[config.mk]
export PLATFORM = sky130hd
export DESIGN_NAME = dccm_arb
export DESIGN_NICKNAME = d
export VERILOG_FILES = /design/src/rtl/dccm_arb.sv
export SDC_FILE = /design/constraint.sdc
export NUM_CORES = 1
export LEC_CHECK = 0
export ABC_AREA = 1
export CORE_AREA = 2 2 107 109
export CTS_CLUSTER_DIAMETER = 50
export CTS_CLUSTER_SIZE = 24
export DETAILED_ROUTE_END_ITERATION = 8
export DIE_AREA = 0 0 109 111
export SLEW_MARGIN = 5
export SYNTH_ARGS = -nofsm -noshare
export SYNTH_HDL_FRONTEND = slang
export SYNTH_SLANG_ARGS = --single-unit
[constraint.sdc]
create_clock -name clk -period 1.6 [get_ports clk]
set_input_delay 0.16 -clock clk [delete_from_list [all_inputs] [get_ports clk]]
set_output_delay 0.16 -clock clk [all_outputs]
set_load 0.01 [all_outputs]
[src/rtl/dccm_arb.sv]
// dccm_arb: arbitrates the single DCCM port between the LSU and the DMA slave.
// The LSU has priority, and a starvation counter bounds how long the DMA can wait.
// Read data returns one cycle after the grant.
// Build option DCCM_ARB_RMW_EN:
//   - When defined, partial-byte DMA writes run a locked read-merge-write sequence.
//   - When undefined, a partial-byte DMA write is refused with dma_done + dma_err.
module dccm_arb #(
    parameter int ADDR_W     = 16,
    parameter int DATA_W     = 32,
    parameter int STARVE_MAX = 4
) (
    input  logic                clk,
    input  logic                rst,
    input  logic                lsu_req,
    input  logic                lsu_we,
    input  logic [ADDR_W-1:0]   lsu_addr,
    input  logic [DATA_W-1:0]   lsu_wdata,
    output logic                lsu_gnt,
    output logic                lsu_rvalid,
    output logic [DATA_W-1:0]   lsu_rdata,
    input  logic                dma_req,
    input  logic                dma_we,
    input  logic [ADDR_W-1:0]   dma_addr,
    input  logic [DATA_W-1:0]   dma_wdata,
    input  logic [DATA_W/8-1:0] dma_be,
    output logic                dma_gnt,
    output logic                dma_rvalid,
    output logic [DATA_W-1:0]   dma_rdata,
    output logic                dma_done,
    output logic                dma_err,
    output logic                dccm_rden,
    output logic                dccm_wren,
    output logic [ADDR_W-1:0]   dccm_rd_addr,
    output logic [ADDR_W-1:0]   dccm_wr_addr,
    output logic [DATA_W-1:0]   dccm_wr_data,
    input  logic [DATA_W-1:0]   dccm_rd_data
);

    localparam int         BE_W       = DATA_W / 8;
    localparam logic [3:0] STARVE_LIM = 4'(STARVE_MAX);

    logic              idle;
    logic              be_full;
    logic              be_part;
    logic              rmw_start;
    logic              rmw_wr;
    logic [ADDR_W-1:0] rmw_wr_addr;
    logic [DATA_W-1:0] rmw_wr_data;

    logic [3:0] starve_cnt_q, starve_cnt_d;
    logic       rd_pend_q, rd_pend_d;
    logic       owner_q, owner_d;        // 1 = DMA owns the outstanding read
    logic       dma_done_q, dma_done_d;
    logic       dma_err_q, dma_err_d;

    assign be_full = &dma_be;
    assign be_part = !be_full && (|dma_be);

`ifdef DCCM_ARB_RMW_EN
    typedef enum logic [1:0] {
        IDLE      = 2'd0,
        RMW_MERGE = 2'd1,
        RMW_WR    = 2'd2
    } state_t;

    state_t            state_q;
    logic [ADDR_W-1:0] rmw_addr_q;
    logic [DATA_W-1:0] rmw_wdata_q;
    logic [BE_W-1:0]   rmw_be_q;
    logic [DATA_W-1:0] wbuf_q;
    logic [DATA_W-1:0] merge_data;

    assign idle        = (state_q == IDLE);
    assign rmw_wr      = (state_q == RMW_WR);
    assign rmw_start   = dma_gnt && dma_we && be_part;
    assign rmw_wr_addr = rmw_addr_q;
    assign rmw_wr_data = wbuf_q;

    // Byte-wise merge: enabled bytes come from the DMA, others from memory.
    for (genvar gi = 0; gi < BE_W; gi++) begin : g_merge
        assign merge_data[gi*8 +: 8] = rmw_be_q[gi] ? rmw_wdata_q[gi*8 +: 8]
                                                    : dccm_rd_data[gi*8 +: 8];
    end

    // RMW sequencer: latch the partial write, merge with read data, write back.
    always_ff @(posedge clk) begin
        if (rst) begin
            state_q     <= IDLE;
            rmw_addr_q  <= '0;
            rmw_wdata_q <= '0;
            rmw_be_q    <= '0;
            wbuf_q      <= '0;
        end else begin
            case (state_q)
                IDLE: begin
                    if (rmw_start) begin
                        rmw_addr_q  <= dma_addr;
                        rmw_wdata_q <= dma_wdata;
                        rmw_be_q    <= dma_be;
                        state_q     <= RMW_MERGE;
                    end
                end
                RMW_MERGE: begin
                    wbuf_q  <= merge_data;
                    state_q <= RMW_WR;
                end
                RMW_WR:  state_q <= IDLE;
                default: state_q <= IDLE;
            endcase
        end
    end
`else
    assign idle        = 1'b1;
    assign rmw_wr      = 1'b0;
    assign rmw_start   = 1'b0;
    assign rmw_wr_addr = '0;
    assign rmw_wr_data = '0;
`endif

    // DMA wins when the LSU is silent or the DMA has waited STARVE_MAX cycles.
    assign dma_gnt = idle && dma_req && (!lsu_req || (starve_cnt_q == STARVE_LIM));
    assign lsu_gnt = idle && lsu_req && !dma_gnt;

    // Memory strobes follow the grant combinationally; RMW write-back overrides.
    always_comb begin
        dccm_rden    = (lsu_gnt && !lsu_we) || (dma_gnt && !dma_we) || rmw_start;
        dccm_rd_addr = dma_gnt ? dma_addr : lsu_addr;
        dccm_wren    = (lsu_gnt && lsu_we) || (dma_gnt && dma_we && be_full) || rmw_wr;
        dccm_wr_addr = rmw_wr ? rmw_wr_addr : (dma_gnt ? dma_addr : lsu_addr);
        dccm_wr_data = rmw_wr ? rmw_wr_data : (dma_gnt ? dma_wdata : lsu_wdata);
    end

    // Next-state for return flags, completion pulses and the starvation counter.
    always_comb begin
        rd_pend_d = (lsu_gnt && !lsu_we) || (dma_gnt && !dma_we);
        owner_d   = dma_gnt;
`ifdef DCCM_ARB_RMW_EN
        dma_done_d = (dma_gnt && dma_we && !be_part) || rmw_wr;
        dma_err_d  = 1'b0;
`else
        dma_done_d = dma_gnt && dma_we;
        dma_err_d  = dma_gnt && dma_we && be_part;
`endif
        starve_cnt_d = starve_cnt_q;
        if (idle) begin
            if (dma_gnt || !dma_req) begin
                starve_cnt_d = 4'd0;
            end else if (lsu_gnt && (starve_cnt_q < STARVE_LIM)) begin
                starve_cnt_d = starve_cnt_q + 4'd1;
            end
        end
    end

    // Registered single-cycle pulses and arbitration state.
    always_ff @(posedge clk) begin
        if (rst) begin
            starve_cnt_q <= 4'd0;
            rd_pend_q    <= 1'b0;
            owner_q      <= 1'b0;
            dma_done_q   <= 1'b0;
            dma_err_q    <= 1'b0;
        end else begin
            starve_cnt_q <= starve_cnt_d;
            rd_pend_q    <= rd_pend_d;
            owner_q      <= owner_d;
            dma_done_q   <= dma_done_d;
            dma_err_q    <= dma_err_d;
        end
    end

    assign lsu_rvalid = rd_pend_q && !owner_q;
    assign dma_rvalid = rd_pend_q && owner_q;
    assign lsu_rdata  = lsu_rvalid ? dccm_rd_data : '0;
    assign dma_rdata  = dma_rvalid ? dccm_rd_data : '0;
    assign dma_done   = dma_done_q;
    assign dma_err    = dma_err_q;

endmodule

==> out/results.ini <==
[yosys]
synth_seq_cells=8
yosys.area.top_type=nand2_1
synth-seq-area-share_pct=10.8
synth_ff_type=dfxtp_1
synth.avg_cell_area_um2=4.54
synthTopCellsByArea=nand2_1, nor2_1, buf_4
synth_commonest_cells=nand2_1, nor2_1, inv_1, buf_4, dfxtp_1
yosysWarnings=0
synth_top_cell_area_share_pct=39.2
synth_cell_types=16
yosysMostFrequentCell=nand2_1
syn_area_um2=1480
netlist_instances=325
synth-edff-count=0
async_flop_share_pct=0
syn-num-nets=465

[timing]
hold_viol_final=0
slew_headroom_pct=85.1
setup_violations=66
finalCriticalPeriod_ns=1.74
max_freq_mhz=576
holdWs_ns=0.522
setup_slack_ns=-0.137
finClkSkew_ns=0.00143
slew_viol_final=0
timing.final.crit_share_pct=109
rsz0062_at_grt=true
tightest_slew_ns=0.222

[clocking]
cts_hold_buf=0
cts_max_level=1
path_clk_slew_ns=0.04
clk_latency_ns=0.23
root_buffer=clkbuf_16
cts_sinks=8
cts_max_path_buffers=2
cts_tree=done
numCtsBuffers=3

[global_route]
grt_use_total_pct=14.6
grt_pass1_wl_um=13900
gr-total-overflow=0
antenna_found_initial=0
grt_max_degree=34
grt_pass1_vias=2786

[routing]
ant_nets=0
drt_pass1_iterations=4
wl_met2_um=5190
routed_wl_um=9820
wl_met3_um=1110
vias=2927
highest_layer=met4
drc=0
wl_per_cell_um=13.3
viasPerCell=3.96
first_iter_violations=91
m1WireLength_um=3450

[setup_path]
critPathMaxFanout=7
cp.arrival_ns=1.58
startpoint_type=flip-flop
required_ns=1.44
worstSetupPathType=flip-flop to output port
rr_worst_depth=9
worst_setup_path_end_kind=output port

[pwr]
powerDensity_nw_per_um2=374
ir_worst_vdd_mv=0.290
power_uw=1770
p_leak_uw=0.00263

[placement]
place_congestion=0.808
post_dp_cell_area_um2=4340
io_buffers=273
dp.cells=724
hpwl_um=7500

[job]
drv_cap=0

[min_path]
hold_class=flip-flop to flip-flop
hold_depth=2

[cells_and_area]
n_antenna_cell=0
drive_above_1_share_pct=28.8
instances_no_fill=740
nNetsFinal=739
post-route-util_pct=42.7
area_growth_pct=221
stdcell_area_um2=4730

[floorplan]
die_area_um2=12100
start_util_pct=13.3
dieHeight_um=111
io_pins=274
placementRows=39
die_w_um=109
core_area_um2=11100

[run_status]
outcome=finished with violations
violations=setup timing

[stage by stage]
step | setup WS [ns] | setup TNS, ns
floorplan | 0.105 | 0
global placement | -0.406 | -24.04
detailed placement | -0.459 | -27.57
CTS | -0.242 | -9.40
global route | -0.217 | -12.58
finish | -0.137 | -6.97
[critical path: stages, from the launching register on]
cell and delay, ns:
dfxtp_2 0.32, inv_2 0.07, ha_4 0.14, nand3_4 0.07, nand2_4 0.10, nand2_8 0.10, buf_6 0.16, buf_16 0.14
nand2_2 0.06, nand2_2 0.06, buf_6 0.12
[worst paths after layout]
check                                startpoint          endpoint  slack (ns)
worst min register to register  starve_cnt_q[3]   starve_cnt_q[3]        0.52
worst max register to register  starve_cnt_q[0]         rd_pend_q        0.36
worst max-delay path            starve_cnt_q[0]  dccm_wr_addr[13]       -0.14
worst min-delay path            starve_cnt_q[3]   starve_cnt_q[3]        0.52
[metal layers]
layer  vias to the layer above  global-route usage [%]
li1                       1460                       -
met1                      1285                    15.1
met2                       176                    28.9
met3                         6                    3.59
met4                         0                    2.65
met5                         -                       0
[final cells by class]
type	count	area [um^2]
sequential	8	163
tap	143	179
timing repair buffer	301	2900
clock buffer	3	75.1
inverter	43	174
multi-input combinational	242	1240
fill	1164	6340
[cells by family (layout without fill, tap and decap cells)]
group	count (synthesis)	in the layout	synth area share, %
compound gates	4	4	1.36
fa+ha+maj	2	2	1.69
buf+inv	75	347	25.0
flops	8	8	10.8
simple gates	236	236	61.1
[state kept, by name, indices dropped and copies added, names as in the netlist]
signal and count:
dma_err 1, rd_pend_q 1, starve_cnt_q 4, owner_q 1, dma_done 1
[cells in the final DEF, fill, tap and decap left out, types with 5 or more instances in the layout]
master             n
buf_6             32
buf_2             38
clkdlybuf4s50_1  140
inv_1             40
nand2_1           94
buf_4             12
nand2_4           16
nor2_1            71
nand2_2           44
dlygate4sd2_1     62
dfxtp_1            6
buf_16             5
[timing repair]
item	CTS	global route
cloned	6	1
buffers inserted	7	1
setup endpoints to repair	122	71
pin swaps	24	13
gates resized for setup	385	93
[power by group]
part	leakage, uW	switching (uW)	total (uW)	internal (uW)
clock	0.0000370	90.0	411	321
sequential	0.0000660	2.25	208	206
combinational	0.00253	480	1150	670
Power figures use the tool's default switching activity.
